<file path="config.mk">
export PLATFORM = sky130hd
export DESIGN_NAME = multicycle_control
export DESIGN_NICKNAME = d
export VERILOG_FILES = /design/src/rtl/ctrl_pkg.sv /design/src/rtl/op_decode.sv /design/src/rtl/multicycle_control.sv
export SDC_FILE = /design/constraint.sdc
export NUM_CORES = 1
export LEC_CHECK = 0
export CORE_MARGIN = 2
export CORE_UTILIZATION = 45
export DETAILED_ROUTE_END_ITERATION = 6
export GPL_TIMING_DRIVEN = 0
export PLACE_DENSITY = 0.82
export SLEW_MARGIN = 10
export SYNTH_ARGS = -nofsm -noshare
export SYNTH_HDL_FRONTEND = slang
export SYNTH_SLANG_ARGS = --single-unit
</file>
<file path="constraint.sdc">
create_clock -name Clk -period 2 [get_ports Clk]
set_input_delay 0.4 -clock Clk [delete_from_list [all_inputs] [get_ports Clk]]
set_output_delay 0.4 -clock Clk [all_outputs]
set_load 0.01 [all_outputs]
</file>
<file path="src/rtl/ctrl_pkg.sv">
// Shared definitions for the multi-cycle control sequencer: FSM states,
// instruction opcodes and ALU function codes.
package ctrl_pkg;

  typedef enum logic [2:0] {
    IDLE,
    FETCH,
    DECODE,
    EXEC,
    MEM,
    WB
  } state_t;

  // Opcode field, instr[MCODEBITS-1 -: 3]
  localparam logic [2:0] OP_ADD   = 3'b000;
  localparam logic [2:0] OP_SHL   = 3'b001;
  localparam logic [2:0] OP_SHR   = 3'b010;
  localparam logic [2:0] OP_NAND  = 3'b011;
  localparam logic [2:0] OP_SUB   = 3'b100;
  localparam logic [2:0] OP_LOAD  = 3'b101;
  localparam logic [2:0] OP_STORE = 3'b110;
  localparam logic [2:0] OP_BR    = 3'b111;  // addi when instr[5]=1

  // ALU function codes driven on ALUOp
  localparam logic [2:0] ALU_ADD  = 3'b000;
  localparam logic [2:0] ALU_SHL  = 3'b001;
  localparam logic [2:0] ALU_SHR  = 3'b010;
  localparam logic [2:0] ALU_NAND = 3'b011;
  localparam logic [2:0] ALU_SUB  = 3'b100;

endpackage

</file>
<file path="src/rtl/op_decode.sv">
// Combinational instruction decoder: maps the registered IR onto the level
// control fields and the instruction-class flags used by the sequencer.
module op_decode #(
  parameter int OPW       = 3,
  parameter int MCODEBITS = 9
) (
  input  logic [MCODEBITS-1:0] i_ir,
  output logic [OPW-1:0]       o_aluop,
  output logic                 o_alusrc,
  output logic                 o_memtoreg,
  output logic                 o_is_load,
  output logic                 o_is_store,
  output logic                 o_is_branch,
  output logic [1:0]           o_how_high
);
  import ctrl_pkg::*;

  logic [2:0] w_op;
  logic       w_unused;

  assign w_op     = i_ir[MCODEBITS-1 -: 3];
  // Register-select bits are consumed by the datapath, not by control.
  assign w_unused = ^i_ir[2:0];

  // Opcode to control fields; loads, stores and addi compute on the adder.
  always_comb begin
    // NOTE: every output gets a default before the case so no path leaves
    // one unassigned, which would otherwise infer a latch.
    o_aluop     = OPW'(ALU_ADD);
    o_alusrc    = 1'b0;
    o_memtoreg  = 1'b0;
    o_is_load   = 1'b0;
    o_is_store  = 1'b0;
    o_is_branch = 1'b0;
    o_how_high  = 2'b00;
    case (w_op)
      OP_ADD:   o_aluop = OPW'(ALU_ADD);
      OP_SHL:   o_aluop = OPW'(ALU_SHL);
      OP_SHR:   o_aluop = OPW'(ALU_SHR);
      OP_NAND:  o_aluop = OPW'(ALU_NAND);
      OP_SUB:   o_aluop = OPW'(ALU_SUB);
      OP_LOAD: begin
        o_memtoreg = 1'b1;
        o_is_load  = 1'b1;
      end
      OP_STORE: o_is_store = 1'b1;
      OP_BR: begin
        if (i_ir[5]) begin
          o_alusrc = 1'b1;
        end else begin
          o_is_branch = 1'b1;
          o_how_high  = i_ir[4:3];
        end
      end
      default: ;
    endcase
  end

endmodule

</file>
<file path="src/rtl/multicycle_control.sv">
// Multi-cycle control sequencer. Walks each instruction through
// FETCH/DECODE/EXEC/MEM/WB, pulses datapath strobes in their owning phase,
// stretches MEM by MEM_WAIT cycles and counts retired instructions.
module multicycle_control #(
  parameter int OPW       = 3,
  parameter int MCODEBITS = 9,
  parameter int MEM_WAIT  = 1,
  parameter int CNTW      = 16
) (
  input  logic                 Clk,
  input  logic                 Reset,
  input  logic                 Start,
  input  logic                 Halt,
  input  logic [MCODEBITS-1:0] instr,
  input  logic                 zero,
  output logic                 IRWrite,
  output logic                 PCWrite,
  output logic                 Branch,
  output logic [1:0]           how_high,
  output logic [OPW-1:0]       ALUOp,
  output logic                 ALUSrc,
  output logic                 MemWrite,
  output logic                 MemtoReg,
  output logic                 RegWrite,
  output logic                 Busy,
  output logic                 Done,
  output logic [CNTW-1:0]      retired
);
  import ctrl_pkg::*;

  localparam int             WCW       = (MEM_WAIT < 1) ? 1 : $clog2(MEM_WAIT + 1);
  localparam logic [WCW-1:0] WAIT_LAST = WCW'(MEM_WAIT);

  state_t                 r_state;
  state_t                 w_next;
  logic [MCODEBITS-1:0]   r_ir;
  logic [WCW-1:0]         r_wcnt;
  logic [CNTW-1:0]        r_retired;
  logic                   w_is_load;
  logic                   w_is_store;
  logic                   w_is_branch;
  logic                   w_wait_done;

  // Level fields come straight from the IR, which only changes at the end of
  // FETCH, so they are valid from DECODE until the next DECODE.
  op_decode #(
    .OPW       (OPW),
    .MCODEBITS (MCODEBITS)
  ) u_op_decode (
    .i_ir        (r_ir),
    .o_aluop     (ALUOp),
    .o_alusrc    (ALUSrc),
    .o_memtoreg  (MemtoReg),
    .o_is_load   (w_is_load),
    .o_is_store  (w_is_store),
    .o_is_branch (w_is_branch),
    .o_how_high  (how_high)
  );

  assign w_wait_done = (r_wcnt == WAIT_LAST);
  assign Busy        = (r_state != IDLE);
  assign retired     = r_retired;

  // State register; a reset mid-instruction aborts straight to IDLE.
  always_ff @(posedge Clk or posedge Reset) begin
    // NOTE: sequential state uses non-blocking assignments so every register
    // samples pre-edge values regardless of block ordering.
    if (Reset) r_state <= IDLE;
    else       r_state <= w_next;
  end

  // Next-state decode and single-cycle strobes, all derived from state.
  always_comb begin
    w_next   = r_state;
    IRWrite  = 1'b0;
    PCWrite  = 1'b0;
    Branch   = 1'b0;
    MemWrite = 1'b0;
    RegWrite = 1'b0;
    Done     = 1'b0;
    case (r_state)
      IDLE: begin
        if (Start) w_next = FETCH;
      end
      FETCH: begin
        // Halt takes priority over fetching; Start has no meaning here.
        if (Halt) begin
          Done   = 1'b1;
          w_next = IDLE;
        end else begin
          IRWrite = 1'b1;
          w_next  = DECODE;
        end
      end
      DECODE: w_next = EXEC;
      EXEC: begin
        if (w_is_branch) begin
          PCWrite = 1'b1;
          Branch  = zero;
          w_next  = FETCH;
        end else if (w_is_load || w_is_store) begin
          w_next = MEM;
        end else begin
          w_next = WB;
        end
      end
      MEM: begin
        MemWrite = w_is_store && (r_wcnt == '0);
        if (w_wait_done) begin
          if (w_is_store) begin
            PCWrite = 1'b1;
            w_next  = FETCH;
          end else begin
            w_next = WB;
          end
        end
      end
      WB: begin
        RegWrite = 1'b1;
        PCWrite  = 1'b1;
        w_next   = FETCH;
      end
      default: w_next = IDLE;
    endcase
  end

  // Instruction register, loaded once per instruction in FETCH.
  always_ff @(posedge Clk or posedge Reset) begin
    if (Reset)        r_ir <= '0;
    else if (IRWrite) r_ir <= instr;
  end

  // Memory wait counter: cleared on the way into MEM, counts up to MEM_WAIT.
  always_ff @(posedge Clk or posedge Reset) begin
    if (Reset)                                r_wcnt <= '0;
    else if (r_state == EXEC)                 r_wcnt <= '0;
    else if (r_state == MEM && !w_wait_done)  r_wcnt <= r_wcnt + WCW'(1);
  end

  // Retired-instruction counter; an instruction retires on its PCWrite cycle.
  always_ff @(posedge Clk or posedge Reset) begin
    if (Reset)        r_retired <= '0;
    else if (PCWrite) r_retired <= r_retired + CNTW'(1);
  end

endmodule

</file>
=== Word-level counts from Yosys, hierarchy flattened ===
Cells that the tools add are included.

* Flip-flop bits (word level): 29
* Input port bits: 14
* Output and inout bits: 30
* Logic and storage cells: 59

* $add $sub $neg: 2
* Equality and inequality tests: 14
* Muxes and demuxes: 30
* Bitwise logic cells: 1
* Reductions and logical operators: 8

{| class="wikitable"
|+ Operators with widths
! kind !! number
|-
| $mux W1 || 20
|-
| $eq A3 B3 Y1 const B || 6
|-
| $pmux W3 S6 || 1
|-
| $add A16 B1 Y16 const B || 1
|-
| $eq A3 B2 Y1 const B || 4
|-
| $mux W3 || 4
|-
| $pmux W3 S4 || 1
|-
| $eq A3 B1 Y1 const B || 2
|-
| $mux W2 || 3
|-
| $ne A2 B2 Y1 const B || 2
|-
| $logic_not A3 Y1 || 1
|-
| $pmux W1 S3 || 1
|-
| $reduce_bool A3 Y1 || 1
|-
| $logic_and A1 B1 Y1 || 2
|-
| $reduce_and A2 Y1 || 1
|-
| $reduce_bool A2 Y1 || 1
|-
| $add A1 B1 Y1 const B || 1
|-
| $logic_not A1 Y1 || 1
|-
| $logic_or A1 B1 Y1 || 1
|-
| $not A1 Y1 || 1
|}

=== Longest topological paths before layout ===
* Depth in word-level cells: 6
* Gate-level depth with buffers: 6
* Gate-level depth less buffers: 5

=== By module ===
From an unflattened synthesis, not the netlist that was laid out.

* Cells, all modules: 125
* Area, all modules: 1,470.2 µm²

{| class="wikitable"
|+ By module, submodules not included
! module !! instances !! cells each !! area each (µm²) !! seq. area each (µm²)
|-
| multicycle_control || 1 || 114 || 1,392.6 || 725.7
|-
| op_decode || 1 || 11 || 77.6 || 0.0
|}

=== Least setup slack after synthesis ===
No wires, ideal clock.

* Path kind: register to output
* From: register r_state[1]
* To: output MemWrite
* Arrival time: 1.238 ns
* Data required time: 1.600 ns
* Slack: 0.362 ns
* Stages on the path, launching flop included: 4
* Path buffers: 1
* Path through: dfrtp_1 -> buf_2 -> or3_1 -> nor4_1

* Longest elaborated chain between the ends: 2

{| class="wikitable"
|+ RTL lines
! what !! line !! RTL
|-
| start: declaration || multicycle_control.sv:34 || <nowiki>state_t r_state;</nowiki>
|-
| start signal: assignment || multicycle_control.sv:69 || <nowiki>else r_state <= w_next;</nowiki>
|-
| $eq A3 B3 Y1 || multicycle_control.sv:81 || <nowiki>case (r_state)</nowiki>
|-
| $mux W1 || multicycle_control.sv:81 ||
|-
| end: declaration || multicycle_control.sv:22 || <nowiki>output logic MemWrite,</nowiki>
|}

No other way between the ends.

=== Final worst setup path ===
Same ends and word-level chain as after synthesis.

==> summary.txt <==
CTS
  • Max clock buf depth: 2
  • Clk pin slew, worst setup/hold paths: 130 ps
  • Clock sinks: 26
  • CTS buffer count: 3
  • Clock latency on the worst-skew pair: 310 ps
  • TritonCTS clock tree: built
  • H-tree level count: 1
  • Hold-fix buffer count after cts: 0
  • Clk root buf: sky130_fd_sc_hd__clkbuf_4

Placement
  • DP Cell Count: 203
  • Post-DP HPWL: 2.20 mm
  • Placed cell areas: 1820 µm²
  • Port buffer count: 40
  • Worst Setup Slack post-DPL: -432 ps
  • Global placement routability congestion: 0.850

Floorplanning
  • Number of placement rows: 20
  • Die height: 59.4 µm
  • Number of placed I/O pins: 44
  • Horizontal die dimension: between 50 and 60 µm
  • Initial Utilization: 0.464
  • Core ar.: ~3000 µm²
  • Area of the die: 3530 µm²

STA
  • Slew HR: 0.377
  • Number of failing hold endpoints at the final stage: 0
  • Upper clock frequency limit: 0.514 GHz
  • Final worst path period need: 1940 ps
  • Clk_skew: 8.69 ps
  • Final setup margin: 55.6 ps
  • RSZ-0062 raised after global routing: true
  • # setup viols final: 0
  • Transition time at the pin with the least slew margin: 934 ps
  • Fin. max-slew vios: 0
  • Worst Hold Margin: 476 ps
  • Period utilisation layout: 0.972

Min path
  • Count of cells along the worst hold path: 1
  • Class of the worst hold path: reg2reg

Route
  • Vias after detailed routing: between 1000 and 1500
  • TritonRoute pass-1 iters: 4
  • Total length of routed met3 wires: around 75 µm
  • ANT nets after route: 0
  • M1 WL: 1.32 mm
  • Final WL: about 3.1 mm
  • DR WL/cell: 14.3 µm
  • Routed via count divided by cell count: 5.44
  • Wire length on met2: 1.65 mm
  • Starting DRC count in detailed routing: 35
  • Max layer used: met4
  • Post-route DRC violation count: 0

Setup path
  • Critical path fanouts, max: 10
  • Reg2reg start: r_ir[8]
  • Worst setup path endpoint: MemWrite
  • Critical Path Start Type: flop
  • Critical path startpoint: r_state[1]
  • Crit path capture type: primary output
  • Crit-path cells: buf_6, or3_4, nor4_4, buf_2
  • R2R depth: 7
  • Arrival time worst endpoint: 1540 ps
  • Cell with the largest stage delay on the worst path: sky130_fd_sc_hd__dfrtp_1
  • Buf+Inv Stages, Crit Path: 2
  • Path length in cells of the critical path: 4
  • Crit path max-delay family: simple AND/OR/NAND/NOR gates
  • Reg-to-reg setup timing slack: 210 ps
  • Endpoint of the worst register-to-register path: retired[8]
  • Maximum cell stage delay along the critical path: 420 ps
  • Category of the critical setup timing path: reg2out
  • Required time of the worst setup path: 1600 ps

Logic synthesis
  • Top cells by instance count after synthesis: sky130_fd_sc_hd__dfrtp_1, sky130_fd_sc_hd__xor2_1, sky130_fd_sc_hd__a21oi_1
  • Share of flip-flops with an asynchronous set or reset after synthesis: 1.00
  • Leading cell types by total area after synthesis: sky130_fd_sc_hd__dfrtp_1, sky130_fd_sc_hd__xor2_1, sky130_fd_sc_hd__mux2_2
  • Leading area contributor after synthesis: sky130_fd_sc_hd__dfrtp_1
  • Commonest register cell after synthesis: sky130_fd_sc_hd__dfrtp_1
  • Mapped Area: roughly 1400 µm²
  • Count of cell types in the netlist: 36
  • Mapped Cells: 130
  • Portion of synthesized cell area occupied by the leading cell type: 0.471
  • Post-synthesis register bit count: 26
  • Count leader, synth: sky130_fd_sc_hd__dfrtp_1
  • Post-synth net total: roughly 150
  • Sequential share of the synthesized area: 0.471
  • Synth Area per Inst: 10.6 µm²
  • Total of warnings raised by yosys: 0
  • Number of synthesized flops with an enable pin: 0

Cells and area
  • Fill count: ~240
  • Net count of the finished layout: 198
  • Antenna cells: 0
  • Share of cells above drive strength 1: 0.243
  • Post-Layout Cell Count: between 200 and 250
  • Fin area: 1980 µm²
  • Signed area change from the synthesized netlist to the final layout: 43.0%
  • Final core area utilization: 0.664

Run
  • Number of max-cap violations: 0

Power
  • Static leakage: 0.947 nW
  • Worst IR drop on VDD: 0.687 mV
  • Power density of the placed cells: 1070 nW/µm²

Global route
  • Remaining Overflow, GRT: 0
  • Pin count of the biggest net entering global routing: 27
  • Via count of the first global-routing pass: roughly 1200
  • Wire length of the first global-routing pass: 5.24 mm
  • Tot GR Track Use: 0.193
  • Initial antenna violation count: 0

Run status
  • Status: finished, final reports clean
-- how the worst min path moves through the flow --
stage / start / to / slack (ps)
2_1_floorplan: Reset / r_ir[3] / 440
3_3_place_gp: retired[15] / retired[15] / 460
3_5_place_dp: retired[15] / retired[15] / 470
4_1_cts: retired[15] / retired[15] / 480
5_1_grt: retired[15] / retired[15] / 510
6_report: retired[15] / retired[15] / 480
-- cell families after synthesis --
| kind of cell | Yosys count | share of synthesized area |
|---|---|---|
| adder cells (fa/ha/maj) | 1 | 0.00905 |
| XOR/XNOR | 16 | 0.101 |
| AO/OA/AOI/OAI | 22 | 0.119 |
| buffers and inverters | 13 | 0.0407 |
| multiplexers | 7 | 0.0570 |
| AND/OR/NAND/NOR | 45 | 0.202 |
| flip-flops | 26 | 0.471 |
-- state kept, by name, indices dropped and copies added, names as in the netlist --
signal / flops
r_wcnt: 1
r_ir: 6
retired: 16
r_state: 3
-- stage by stage --
| step | setup TNS, ps | power (mW) |
|---|---|---|
| detailed placement | -686 | 1.73 |
| global placement | -586 | 1.70 |
| floorplan | 0 | 1.35 |
| global route | -34.6 | 2.26 |
| CTS | 0 | 2.07 |
| finish | 0 | 2.11 |
-- routing by layer --
metal,global-route usage,vias up
li1,-,559
met1,0.246,580
met2,0.339,24
met3,0.0240,2
met4,0.0552,0
met5,0,-
-- placed cells by master (no fill, tap or decap), types with 5 or more instances in the layout --
cell	synthesis	layout
sky130_fd_sc_hd__dfrtp_1	26	24
sky130_fd_sc_hd__inv_1	6	6
sky130_fd_sc_hd__buf_4	0	8
sky130_fd_sc_hd__nand2_1	9	8
sky130_fd_sc_hd__a21oi_1	10	10
sky130_fd_sc_hd__mux2_2	7	7
sky130_fd_sc_hd__clkdlybuf4s50_1	0	27
sky130_fd_sc_hd__nor2_1	5	5
sky130_fd_sc_hd__xor2_1	14	14
sky130_fd_sc_hd__nand4_1	5	5
-- power breakdown --
part | total (mW) | internal [mW] | switching, mW
Combinational | 1.09 | 0.581 | 0.506
Clock | 0.214 | 0.0703 | 0.144
Sequential | 0.806 | 0.664 | 0.142
-- area by class of cell --
class                      instances  area, µm²  share of cell area
tap                               33       41.3              0.0209
clock buffer                       3       22.5              0.0114
multi-input combinational         91        726               0.367
buffer                             7       52.6              0.0266
sequential                        26        653               0.330
inverter                           6       22.5              0.0114
timing repair buffer              48        459               0.232
-- timing repair --
action	in CTS	in global routing
gates cloned	0	0
buffers inserted	8	1
setup endpoints to repair	10	10
pin swaps	4	4
resized for setup	34	11
Note: power is estimated with default switching activity, not from simulation.
